--- src/rtl/time_set_controller.sv ---
// Manual time-setting controller: debounces the mode/inc buttons, runs the
// RUN -> SET_H -> SET_M -> COMMIT sequence and drives load, run_en and blink enables.

module time_set_btn_cond #(
    parameter int unsigned DEBOUNCE_CYCLES = 500000
) (
    input  logic clk,
    input  logic reset,
    input  logic btn,
    output logic level
);
    localparam int unsigned CW = $clog2(DEBOUNCE_CYCLES + 1);

    logic          sync1;
    logic          sync2;
    logic [CW-1:0] cnt;

    always_ff @(posedge clk or negedge reset) begin
        if (!reset) begin
            sync1 <= 1'b0;
            sync2 <= 1'b0;
            cnt   <= '0;
            level <= 1'b0;
        end else begin
            sync1 <= btn;
            sync2 <= sync1;
            if (sync2 == level) begin
                cnt <= '0;
            end else if (cnt == CW'(DEBOUNCE_CYCLES - 1)) begin
                cnt   <= '0;
                level <= sync2;
            end else begin
                cnt <= cnt + 1'b1;
            end
        end
    end
endmodule

module time_set_controller #(
    parameter int unsigned DEBOUNCE_CYCLES = 500000,
    parameter int unsigned REPEAT_DELAY    = 25000000,
    parameter int unsigned REPEAT_RATE     = 5000000,
    parameter int unsigned BLINK_HALF      = 12500000
) (
    input  logic       clk,
    input  logic       reset,
    input  logic       btn_mode,
    input  logic       btn_inc,
    input  logic [7:0] cur_hrs,
    input  logic [7:0] cur_mins,
    output logic [7:0] set_hrs,
    output logic [7:0] set_mins,
    output logic       load,
    output logic       run_en,
    output logic       blink_hrs,
    output logic       blink_mins,
    output logic [1:0] mode
);
    localparam int unsigned REP_MAX = (REPEAT_DELAY > REPEAT_RATE) ? REPEAT_DELAY : REPEAT_RATE;
    localparam int unsigned RW      = $clog2(REP_MAX + 1);
    localparam int unsigned BW      = $clog2(BLINK_HALF + 1);

    typedef enum logic [1:0] {
        RUN    = 2'b00,
        SET_H  = 2'b01,
        SET_M  = 2'b10,
        COMMIT = 2'b11
    } state_t;

    state_t        state, next_state;
    logic          mode_level, mode_level_q, inc_level, inc_level_q;
    logic          mode_press, inc_press, inc_evt, rep_hit, set_state, rep_keep;
    logic          blink_clr, blink_phase, repeating;
    logic [RW-1:0] rep_cnt;
    logic [BW-1:0] blink_cnt;
    logic [7:0]    hrs_nxt, mins_nxt;

    time_set_btn_cond #(.DEBOUNCE_CYCLES(DEBOUNCE_CYCLES)) u_mode_cond (
        .clk(clk), .reset(reset), .btn(btn_mode), .level(mode_level)
    );
    time_set_btn_cond #(.DEBOUNCE_CYCLES(DEBOUNCE_CYCLES)) u_inc_cond (
        .clk(clk), .reset(reset), .btn(btn_inc), .level(inc_level)
    );

    function automatic logic [7:0] sanitize_hrs(input logic [7:0] v);
        if (v[7:4] > 4'd2 || v[3:0] > 4'd9 || (v[7:4] == 4'd2 && v[3:0] > 4'd3))
            return '0;
        return v;
    endfunction

    function automatic logic [7:0] sanitize_mins(input logic [7:0] v);
        if (v[7:4] > 4'd5 || v[3:0] > 4'd9)
            return '0;
        return v;
    endfunction

    function automatic logic [7:0] bcd_inc(input logic [7:0] v, input logic [7:0] top);
        if (v == top)         return '0;
        if (v[3:0] == 4'd9)   return {v[7:4] + 4'd1, 4'd0};
        return {v[7:4], v[3:0] + 4'd1};
    endfunction

    assign mode_press = mode_level & ~mode_level_q;
    assign inc_press  = inc_level & ~inc_level_q;
    assign set_state  = (state == SET_H) || (state == SET_M);
    assign rep_hit    = inc_level && (rep_cnt == (repeating ? RW'(REPEAT_RATE) : RW'(REPEAT_DELAY)));
    assign inc_evt    = set_state && (inc_press || rep_hit);

    always_comb begin
        next_state = state;
        hrs_nxt    = set_hrs;
        mins_nxt   = set_mins;
        blink_clr  = 1'b0;
        unique case (state)
            RUN: if (mode_press) begin
                next_state = SET_H;
                hrs_nxt    = sanitize_hrs(cur_hrs);
                mins_nxt   = sanitize_mins(cur_mins);
                blink_clr  = 1'b1;
            end
            SET_H: if (mode_press) begin
                next_state = SET_M;
                blink_clr  = 1'b1;
            end else if (inc_evt) begin
                hrs_nxt   = bcd_inc(set_hrs, 8'h23);
                blink_clr = 1'b1;
            end
            SET_M: if (mode_press) begin
                next_state = COMMIT;
            end else if (inc_evt) begin
                mins_nxt  = bcd_inc(set_mins, 8'h59);
                blink_clr = 1'b1;
            end
            COMMIT: next_state = RUN;
            default: next_state = RUN;
        endcase
    end

    // Repeat timing only survives while inc stays held within one SET state.
    assign rep_keep = set_state && inc_level && (next_state == state);

    always_ff @(posedge clk or negedge reset) begin
        if (!reset) begin
            state        <= RUN;
            set_hrs      <= '0;
            set_mins     <= '0;
            mode_level_q <= 1'b0;
            inc_level_q  <= 1'b0;
            rep_cnt      <= '0;
            repeating    <= 1'b0;
            blink_cnt    <= '0;
            blink_phase  <= 1'b0;
        end else begin
            state        <= next_state;
            set_hrs      <= hrs_nxt;
            set_mins     <= mins_nxt;
            mode_level_q <= mode_level;
            inc_level_q  <= inc_level;
            if (!rep_keep) begin
                rep_cnt   <= '0;
                repeating <= 1'b0;
            end else if (inc_evt) begin
                rep_cnt   <= RW'(1);
                repeating <= ~inc_press;
            end else begin
                rep_cnt <= rep_cnt + 1'b1;
            end
            if (blink_clr) begin
                blink_cnt   <= '0;
                blink_phase <= 1'b0;
            end else if (blink_cnt == BW'(BLINK_HALF - 1)) begin
                blink_cnt   <= '0;
                blink_phase <= ~blink_phase;
            end else begin
                blink_cnt <= blink_cnt + 1'b1;
            end
        end
    end

    assign mode       = state;
    assign load       = (state == COMMIT);
    assign run_en     = (state == RUN);
    assign blink_hrs  = blink_phase && (state == SET_H);
    assign blink_mins = blink_phase && (state == SET_M);
endmodule
--- config.mk ---
export PLATFORM = sky130hd
export DESIGN_NAME = time_set_controller
export DESIGN_NICKNAME = d
export VERILOG_FILES = /design/src/rtl/time_set_controller.sv
export SDC_FILE = /design/constraint.sdc
export NUM_CORES = 1
export LEC_CHECK = 0
export CAP_MARGIN = 15
export CORE_AREA = 2 2 116 118
export CTS_CLUSTER_DIAMETER = 80
export DETAILED_ROUTE_END_ITERATION = 8
export DIE_AREA = 0 0 118 120
export PLACE_DENSITY = 0.73
export SLEW_MARGIN = 20
export SYNTH_ARGS = -nofsm -noshare
export SYNTH_HDL_FRONTEND = slang
export SYNTH_HIERARCHICAL = 1
export SYNTH_SLANG_ARGS = --single-unit
export TNS_END_PERCENT = 50
--- constraint.sdc ---
create_clock -name clk -period 2.08 [get_ports clk]
set_input_delay 0.208 -clock clk [delete_from_list [all_inputs] [get_ports clk]]
set_output_delay 0.208 -clock clk [all_outputs]
set_load 0.01 [all_outputs]
==> key figures, run 1 <==
Outcome
  – Status: finished with violations
  – Violated checks: setup timing

Yosys
  – Top cells by area, synth: dfrtp_1 (45%), xnor2_1 (7.0%), nor3_1 (4.5%)
  – Cell variety after synth: 67
  – Syn_area_per_cell: around 10 sq um
  – Register area share after synthesis: 0.452
  – Register bit total from synthesis: 115
  – Synth async-reset ratio: 1.00
  – Most frequent cells after synthesis: dfrtp_1 (115), nor2_1 (65), nor3_1 (57)
  – Cell taking the most area after synthesis: dfrtp_1
  – Most frequent cell after synthesis: dfrtp_1
  – Syn_nets: 673
  – Number of flops mapped to enable cells by yosys: 0
  – Syn Std Cell Area: between 6000 and 7000 sq um
  – YS warnings: 6
  – Synth Instances: 636
  – Main synth FF type: dfrtp_1
  – Synth top area share: 0.452

STA
  – Total negative slack: -0.132 ns
  – Fin crit share: 1.02
  – RSZ-0062 raised after global routing: yes
  – Final Setup Violations: 5
  – Slew headroom: 0.633
  – Max Fclk: 0.470 GHz
  – Clk_skew: between 0.009 and 0.01 ns
  – Max Slew Vio Count: 0
  – Worst-margin pin slew: 0.551 ns
  – Worst setup margin: -0.0454 ns
  – Hold_ws: roughly 0.23 ns
  – Fin. Hold Viols: 0
  – Tmin final: 2.13 ns

Die
  – Die Span Y: 120 um
  – Ports: 42
  – Starting density of the core: 0.490
  – Core area: 13,000 sq um
  – Row cnt: 42
  – Full die area: 14,200 sq um
  – Die width: roughly 120 um

Setup path
  – CP max stage delay: 0.40 ns
  – Critical-path cell list: inv_4 > ha_4 > nand2_4 > or3_4 > a2111oi_4 > buf_4 > o221ai_2 > o2bb2ai_1
  – Crit Path Max Fanout: 3
  – CP max stage cell: dfrtp_2
  – Endpoint class of the critical path: flop
  – CP arrival: ~2.4 ns
  – Worst R2R Setup Slack: -0.05 ns
  – Req. time, crit path: 2.37 ns
  – Startpoint types: flop
  – Critical path class: flop to flop

CTS
  – Clock transition at the registers of the reported paths: 0.06 ns
  – Clk sinks: 115
  – CTS buffer count: 17
  – Clock Root Buffer: clkbuf_16
  – TritonCTS clock tree: done
  – Worst-Skew Late Latency: between 0.4 and 0.5 ns
  – Clk buf depth: 2
  – H-tree depth: 4

Power and ir drop
  – Overall power: just over 0.005 W
  – Clock Power Share: 0.523
  – Logic pwr share: 0.034
  – Peak VDD IR: ~0.67 mV
  – Leakage power: roughly 3.3 nW
  – P_sw: about 0.0011 W
  – Internal: 0.00403 W
  – Sequential Power Share: 0.443
  – Power Density: 633 nW/um^2
  – Switch share: 0.217

Routing
  – Pre-antenna DRT Iters: 5
  – Vias per cell: 5.62
  – Via count: 5,206
  – Wirelength per Cell: about 16 um
  – Initial DRC count: 276
  – Detail Route Antenna Nets: 0
  – DRC Markers: 0
  – WL final: 14.8 mm

Place
  – Placed Instance Area: 7420 sq um
  – Port bufs: 41
  – Routability-driven placement congestion ratio: 0.902
  – Post-DP HPWL: roughly 10 mm

Finish
  – Nets: between 700 and 800
  – Share of cells above drive strength 1: 0.197
  – Ant. Diodes: 0
  – Syn-to-layout area delta: 27.6%
  – Fin area: 8130 sq um

Global routing
  – Initial antenna violation count: 0
  – GRT overflow: 0
  – GRT Util Overall: 0.225
  – First-pass GRT wire length: 25.5 mm
  – Vias in the first global route: 5,235
  – Largest net degree at the start of global routing: 48

Flow run
  – Max-Cap Viols: 0

Min path
  – Type of the worst min-delay path: primary input to flop
==> critical path, delay by kind of cell, from the launching register on <==
family | cells | cell delay [ns]
AOI/OAI and AO/OA | 3 | 0.64
DFF | 1 | 0.40
and+or+nand+nor | 2 | 0.41
buffers and inverters | 2 | 0.27
adders and majority gates | 1 | 0.27
==> worst paths after layout <==
| path | cells after the start | end | startpoint |
|---|---|---|---|
| hold reg to reg | 0 | u_inc_cond/sync2 | u_inc_cond/sync1 |
| min in group asynchronous | 2 | blink_cnt[8] | reset |
| max in group asynchronous | 3 | mode[0] | reset |
| hold / removal | 1 | u_mode_cond/sync1 | btn_mode |
| setup reg to reg | 8 | set_mins[7] | mode[1] |
| setup / recovery | 8 | set_mins[7] | mode[1] |
==> area by class of cell <==
cell class | instances | area, sq um
flip-flops and latches | 115 | 2880
multi-input cells | 477 | 3430
fillers | 1069 | 4850
repair buffers | 102 | 952
well taps | 176 | 220
clock buffers | 22 | 464
clock inverters | 10 | 85.1
inverters | 25 | 96.3
==> per-layer routing <==
metal,up-vias,part of all wire,GRT usage
met5,-,0,0
met4,0,0.020,0.104
met3,25,0.031,0.0466
met2,91,0.51,0.382
met1,2593,0.44,0.276
li1,2497,-,-
==> logic make-up after synthesis <==
| family | after synthesis | synth area share |
|---|---|---|
| adder cells (fa/ha/maj) | 17 | 0.0334 |
| multiplexers | 13 | 0.0224 |
| flip-flops | 115 | 0.452 |
| buffers and inverters | 44 | 0.0289 |
| AND/OR/NAND/NOR | 302 | 0.269 |
| AO/OA/AOI/OAI | 69 | 0.0898 |
| XOR/XNOR | 76 | 0.105 |
==> through the flow <==
step | instances | util | setup WS (ns)
2_1_floorplan | 636 | - | -0.0835
3_3_place_gp | 886 | 0.571 | 0.0351
3_5_place_dp | 886 | 0.571 | -0.0341
4_1_cts | 923 | 0.618 | -0.0228
5_1_grt | 927 | 0.626 | -0.119
6_report | 927 | 0.626 | -0.0454
==> registers in the layout, summed over array words and instances, names as in the netlist <==
name / cells
blink_cnt: 24
u_inc_cond/level: 1
u_inc_cond/cnt: 19
mode: 2
set_mins: 8
u_mode_cond/sync1: 1
inc_level_q: 1
u_inc_cond/sync2: 1
u_mode_cond/cnt: 19
u_inc_cond/sync1: 1
u_mode_cond/sync2: 1
u_mode_cond/level: 1
blink_phase: 1
set_hrs: 8
rep_cnt: 25
mode_level_q: 1
repeating: 1
==> repair_timing <==
item	CTS	global route
setup endpoints to repair	9	24
pin swaps	4	6
gates resized for setup	8	18
hold buffers	1	0
setup buffers	4	4
hold endpoints to repair	37	0
==> power groups by stage <==
stage | Clock, W | Combinational (W) | Sequential [W]
3_3_place_gp | 0 | 0.000172 | 0.00232
3_5_place_dp | 0 | 0.000175 | 0.00232
5_1_grt | 0.00283 | 0.000200 | 0.00228
4_1_cts | 0.00274 | 0.000180 | 0.00228
6_report | 0.00269 | 0.000176 | 0.00228
2_1_floorplan | 0 | 0.0000624 | 0.00231
==> cells in the final DEF (no fill, tap or decap), types with 3 or more instances in the layout <==
cell / instances
dfrtp_1: 113
nor2_1: 64
nor3_1: 52
buf_4: 52
xnor2_1: 51
nand3_1: 37
clkdlybuf4s50_1: 36
nand2_1: 32
xor2_1: 25
inv_1: 23
nand4_1: 23
a21oi_1: 17
clkbuf_16: 17
nor4_1: 15
ha_1: 14
o21ai_0: 13
and3_1: 8
o2bb2ai_1: 8
and4_1: 6
nor4_2: 6
and2_1: 6
nor3_2: 6
mux2i_1: 6
clkinv_2: 6
nor3b_1: 5
mux2_2: 5
buf_12: 5
nand2b_1: 4
nor4b_1: 4
or3_1: 4
nand3b_1: 3
and4b_1: 3
or4_4: 3
o41ai_4: 3
nor2b_1: 3
clkbuf_1: 3
buf_6: 3
Power figures use the tool's default switching activity.
==> inputs of run 2 (changes only) <==
--- a/config.mk
+++ b/config.mk
@@ -10,6 +10,7 @@
 export CTS_CLUSTER_DIAMETER = 80
 export DETAILED_ROUTE_END_ITERATION = 8
 export DIE_AREA = 0 0 118 120
+export HOLD_SLACK_MARGIN = 0.1
 export PLACE_DENSITY = 0.73
 export SLEW_MARGIN = 20
 export SYNTH_ARGS = -nofsm -noshare
==> results of run 2 <==
Same layout as run 1: the final DEF is identical, and so are final timing and power.
==> inputs of run 3 (changes only) <==
--- a/config.mk
+++ b/config.mk
@@ -6,12 +6,16 @@
 export NUM_CORES = 1
 export LEC_CHECK = 0
 export CAP_MARGIN = 15
-export CORE_AREA = 2 2 116 118
+export CELL_PAD_IN_SITES_DETAIL_PLACEMENT = 2
+export CELL_PAD_IN_SITES_GLOBAL_PLACEMENT = 2
+export CORE_AREA = 2 2 138 140
 export CTS_CLUSTER_DIAMETER = 80
+export CTS_CLUSTER_SIZE = 25
 export DETAILED_ROUTE_END_ITERATION = 8
-export DIE_AREA = 0 0 118 120
+export DIE_AREA = 0 0 140 142
+export GPL_ROUTABILITY_DRIVEN = 0
 export HOLD_SLACK_MARGIN = 0.1
-export PLACE_DENSITY = 0.73
+export PLACE_DENSITY = 0.78
 export SLEW_MARGIN = 20
 export SYNTH_ARGS = -nofsm -noshare
 export SYNTH_HDL_FRONTEND = slang
==> run 3 against run 2 <==
Compared with the run above: the run still ends with setup timing left; critical path depth is the same; sequential power is essentially flat; sequential cell count is the same; non-clock buffer count grew 26; clock-buffer cell count shrank 1; first-iteration DRC count shrank 1.8%; die area grew 40%; register-to-register slack lost 0.11 ns; clock skew grew 0.0076 ns; largest power group unchanged.
==> key figures, run 3 (synthesis results as in run 1) <==
Finish
  – Syn-to-layout area delta: 36.9%
  – Biggest register: rep_cnt
  – Share of cells above drive strength 1: 0.259 (+0.0616)
  – Nets: 801 (+3.4%)
  – Fin area: 8710 sq um (+7.2%)
  – Most frequent cells in the layout: dfrtp_1 (113), buf_4 (65), nor2_1 (62), xnor2_1 (51), nor3_1 (47)
  – Fin cells: 1,011 (+9.1%)
  – Top flop regs: rep_cnt (25), blink_cnt (24)
  – Commonest non-fill, non-tap cell in the layout: dfrtp_1
  – Ant. Diodes: 0 (unchanged)
  – Post-layout util: 0.472 (-0.154)
  – Max FFs per register: 25 (unchanged)

Routing
  – Wirelength per Cell: 25.4 um (+59%)
  – Detail Route Antenna Nets: 0 (unchanged)
  – WL final: 25.6 mm (+73%)
  – Pre-antenna DRT Iters: 4 (-1)
  – Vias per cell: 5.71 (+1.7%)
  – DRC Markers: 0 (unchanged)
  – Via count: 5,776 (+11%)
  – Initial DRC count: 271 (-1.8%)

Place
  – Post-DP HPWL: 14.4 mm (+43%)
  – Placed Instance Area: 7570 sq um (+2.1%)
  – Port bufs: 41 (unchanged)
  – Dpl cells: 955 (+7.8%)

CTS
  – Clock transition at the registers of the reported paths: 0.07 ns (about the same)
  – Clk buf depth: 2 (unchanged)
  – Worst-Skew Late Latency: 0.44 ns (+0.02 ns)
  – CTS buffer count: 17 (unchanged)
  – H-tree depth: 4 (unchanged)
  – TritonCTS clock tree: done
  – Clock Root Buffer: clkbuf_16
  – Clk sinks: 115 (unchanged)

STA
  – Fin. Hold Viols: 0 (unchanged)
  – Max Fclk: 0.447 GHz (-5.1%)
  – Fin crit share: 1.08 (+0.0544)
  – Tmin final: 2.24 ns (+0.113 ns)
  – RSZ-0062 raised after global routing: yes
  – Worst setup margin: -0.159 ns (-0.113 ns)
  – Total negative slack: -1.84 ns (-1.70 ns)
  – Clk_skew: 0.0167 ns (+0.00757 ns)
  – Final Setup Violations: 48 (+43)
  – Max Slew Vio Count: 0 (unchanged)
  – Worst-margin pin slew: 0.604 ns (+0.0534 ns)
  – Slew headroom: 0.597 (-0.0356)

Global routing
  – Largest net degree at the start of global routing: 54 (+13%)
  – GRT overflow: 0 (unchanged)
  – Initial antenna violation count: 0 (unchanged)
  – First-pass GRT wire length: 36.4 mm (+43%)
  – GRT Util Overall: 0.235 (+0.0105)
  – Vias in the first global route: 6,375 (+22%)

Die
  – Die width: 140 um (+19%)
  – Core area: 18,500 sq um (+42%)
  – Full die area: 19,900 sq um (+40%)
  – Ports: 42 (unchanged)
  – Starting density of the core: 0.345 (-0.146)
  – Row cnt: 50 (+19%)
  – Die Span Y: 142 um (+18%)

Setup path
  – R2r startpoint: rep_cnt[1]
  – Crit Path Max Fanout: 4 (+1)
  – Worst R2R End: set_mins[4]
  – CP startpoint: rep_cnt[1]
  – Cells on worst reg2reg path: 8 (unchanged)
  – Worst R2R Setup Slack: -0.16 ns (-0.11 ns)
  – Req. time, crit path: 2.39 ns (+0.02 ns)
  – Endpoint class of the critical path: flop
  – Critical path class: flop to flop
  – CP arrival: 2.55 ns (+0.13 ns)
  – Startpoint types: flop

Power and ir drop
  – Power Density: 643 nW/um^2 (+1.5%)
  – Peak VDD IR: 0.639 mV (-5.2%)
  – Overall power: 0.00560 W (+8.8%)
  – Leakage power: 3.46 nW (+5.9%)

Min path
  – Hold_sp: btn_mode
  – Hold depth: 1 (unchanged)
  – Hold Crit Endpoint: u_mode_cond/sync1
  – Type of the worst min-delay path: primary input to flop

Outcome
  – Status: finished with violations
  – Violated checks: setup timing

Flow run
  – Max-Cap Viols: 0 (unchanged)
-- run 3: what timing repair did --
action,in CTS,in global routing
setup endpoints to repair,43,72
hold buffers,1,0
gates cloned,0,2
buffers inserted,7,15
pin swaps,11,20
endpoints found under the hold margin,34,0
gates resized for setup,22,57
-- run 3: metal layers --
layer	vias to the layer above	track usage	routed length (um)
met4	0	0.0707	806
met2	128	0.441	13700
li1	2544	-	-
met5	-	0	0
met1	3053	0.277	10500
met3	51	0.0400	713
-- run 3: worst max path at each step --
stage / end / depth (start not counted)
final: set_mins[4] / 8
after floorplan: set_hrs[4] / 7
after global routing: set_mins[4] / 6
after CTS: set_mins[2] / 7
after global placement: set_mins[2] / 7
after detailed placement: set_mins[2] / 7
-- run 3: through the flow --
step | setup slack (ns) | hold WS, ns
detailed placement | -0.111 | 0.253
CTS | -0.0802 | 0.215
global route | -0.216 | 0.223
finish | -0.159 | 0.220
floorplan | -0.0835 | -0.0876
global placement | 0.00261 | 0.236
-- run 3: worst max-delay path, stage by stage, from the launching register on --
cell and delay [ns]:
dfrtp_1 0.40, inv_2 0.05, ha_2 0.17, and4bb_2 0.28
nand4_4 0.16, a2111oi_4 0.40, buf_4 0.22, o21ai_4 0.08
mux2_4 0.34
-- run 3: power by group --
group | total (W) | leakage [nW] | internal [W] | switching (W)
Sequential | 0.00228 | 1.54 | 0.00225 | 0.0000257
Combinational | 0.000205 | 1.63 | 0.0000855 | 0.000119
Clock | 0.00311 | 0.288 | 0.00189 | 0.00122
Total | 0.00560 | 3.46 | 0.00423 | 0.00136
-- run 3: layout make-up --
cell class,count,area [sq um]
clock buffers,21,480
multi-input cells,477,3630
clock inverters,11,126
well taps,234,293
inverters,25,98.8
fillers,1841,9740
flip-flops and latches,115,2880
repair buffers,128,1200
==> variant: new RTL, flow settings as in run 2 <==
Set the parameter `REPEAT_DELAY` to 50000000 (it was 25000000).
--- a/src/rtl/time_set_controller.sv
+++ b/src/rtl/time_set_controller.sv
@@ -38,7 +38,7 @@
 
 module time_set_controller #(
     parameter int unsigned DEBOUNCE_CYCLES = 500000,
-    parameter int unsigned REPEAT_DELAY    = 25000000,
+    parameter int unsigned REPEAT_DELAY    = 50000000,
     parameter int unsigned REPEAT_RATE     = 5000000,
     parameter int unsigned BLINK_HALF      = 12500000
 ) (
Function: same outputs for any inputs over 10 cycles, from zero or initial values and one cycle with reset low; that may be too few to reach the edited logic, so the function may still have changed.
==> variant against run 2 <==
Worst hold slack worse by 0.67 ps; wire length grew 1.3%; power is 11% higher; cell area increased by 3.3%; setup slack lost 24 ps; synthesized area down 2.2%; clock skew up 2.9 ps; the flow still finishes with violations (setup timing); via count increased by 2.2%; largest cell class unchanged; core utilization is 2.0 points higher; final cell count increased by 2.6%; sequential cell count rose by 1.
==> variant: results (changes against run 2) <==
Parameter                              Value

Synthesis
  Most used standard cells in the synthesized netlist ... sky130_fd_sc_hd__dfrtp_1, sky130_fd_sc_hd__nor2_1, sky130_fd_sc_hd__nand3_1
  Synthesized netlist net count ... 684 (+1.6%)
  Mapped Cells ... 647 (+1.7%)
  Sequential fraction of the synthesis area ... 46.6% (+1.4 points)
  Yosys cell types ... 60 (-10%)

Worst setup path
  Cell depth of the worst flop-to-flop path ... 7 (-1)
  Beginning of the worst register-to-register path ... rep_cnt[12]
  Slowest cell on the critical path ... sky130_fd_sc_hd__dfrtp_1
  Arrival time of the worst setup path ... 2450 ps (+30 ps)

Finish
  Portion of the layout cell area used by non-clock buffers ... 12.5% (+0.82 points)
  Count of fill cells added during filler insertion ... 1022 (-4.4%)
  Number of ordinary and repair buffers in the finished layout ... 110 (+7.8%)
  Clock tree buffer count of the final layout ... 23 (+4.5%)
  Multi-In Gates ... 488 (+2.3%)
  Post-route cell area ... 8390 um^2 (+3.3%)
  Final net count ... 799 (+3.1%)
  Syn-to-layout area delta ... 34.7%
  Sequential share of cell area ... 34.6% (-0.81 points)
  Multi-input combinational cell area ... 3440 um^2 (+0.29%)
  Proportion of layout cells with a drive suffix above 1 ... 22.6% (+2.9 points)
  Sequential cells ... 116 (+0.87%)
  Fraction of area in clock buffers and inverters ... 7.87% (+1.1 points)
  Registers with the highest flip-flop counts ... rep_cnt: 26 flops, blink_cnt: 24 flops

Placed design
  Placed cell count ... 909 (+2.6%)
  DP HPWL ... 9740 um (-2.9%)
  Global placer's final weighted congestion ... 0.878 (-2.7%)
  Place WS ... -86.7 ps (-52.6 ps)

Timing
  Sum Neg Setup Slack ... -1130 ps (-998 ps)
  Hold Slack ... 229 ps (-0.667 ps)
  Fin Clk Skew ... 12.0 ps (+2.93 ps)
  Final number of setup-violating endpoints ... 48 (+43)
  Crit path setup slack, layout ... -69.9 ps (-24.5 ps)

Pwr
  Static Leakage ... 3.47 nW (+6.3%)
  Internal cell power ... 0.00460 W (+14%)
  Power in combinational cells ... 0.000183 W (+4%)

Global route
  Largest net degree at the start of global routing ... 44 (-8.3%)
  Global Route met1 Usage ... 25.5% (-2.1 points)
  Global-route wire length before repair ... 24300 um (-4.5%)
  GR met3 Demand/Resource ... 4.80% (+0.14 points)
  Total global routing track utilization ... 21.2% (-1.3 points)

CTS
  Number of buffers inserted by post-CTS setup repair ... 1 (-3)

Routing
  Wire length on met2 ... 7660 um (+1.0%)
  Wire length after detailed routing ... 15000 um (+1.3%)
  Routed length on met1 ... 6410 um (-1.2%)
  DRC violation total after the first TritonRoute iteration ... 405 (+47%)
  Met3 Routed Length ... 585 um (+25%)

Run status
  Result of the run ... finished with violations
  Failing checks ... setup timing
## variant: changes by cell type after synthesis, moves of 6 or more
cell	before	now
sky130_fd_sc_hd__xor2_1	25	37
sky130_fd_sc_hd__nand3_1	37	46
sky130_fd_sc_hd__nor2_1	65	112
sky130_fd_sc_hd__nor3_1	57	16
sky130_fd_sc_hd__o2bb2ai_1	8	1
sky130_fd_sc_hd__xnor2_1	51	40
sky130_fd_sc_hd__a21oi_1	17	23
## variant: logic make-up after synthesis
kind of cell / Yosys count / synth area share, %
multiplexers: 13 / 2.21
buffers and inverters: 43 / 3.01
AND/OR/NAND/NOR: 314 / 26.4
AO/OA/AOI/OAI: 67 / 7.51
adder cells (fa/ha/maj): 17 / 3.41
flip-flops: 116 / 46.6
XOR/XNOR: 77 / 10.8
## variant: how the worst max path moves through the flow
stage                        to  cells after the start
finish              set_mins[2]                      7
global route        set_mins[2]                      7
CTS                 set_mins[6]                      6
detailed placement  set_mins[7]                      6
global placement    set_mins[7]                      6
floorplan           rep_cnt[14]                     10
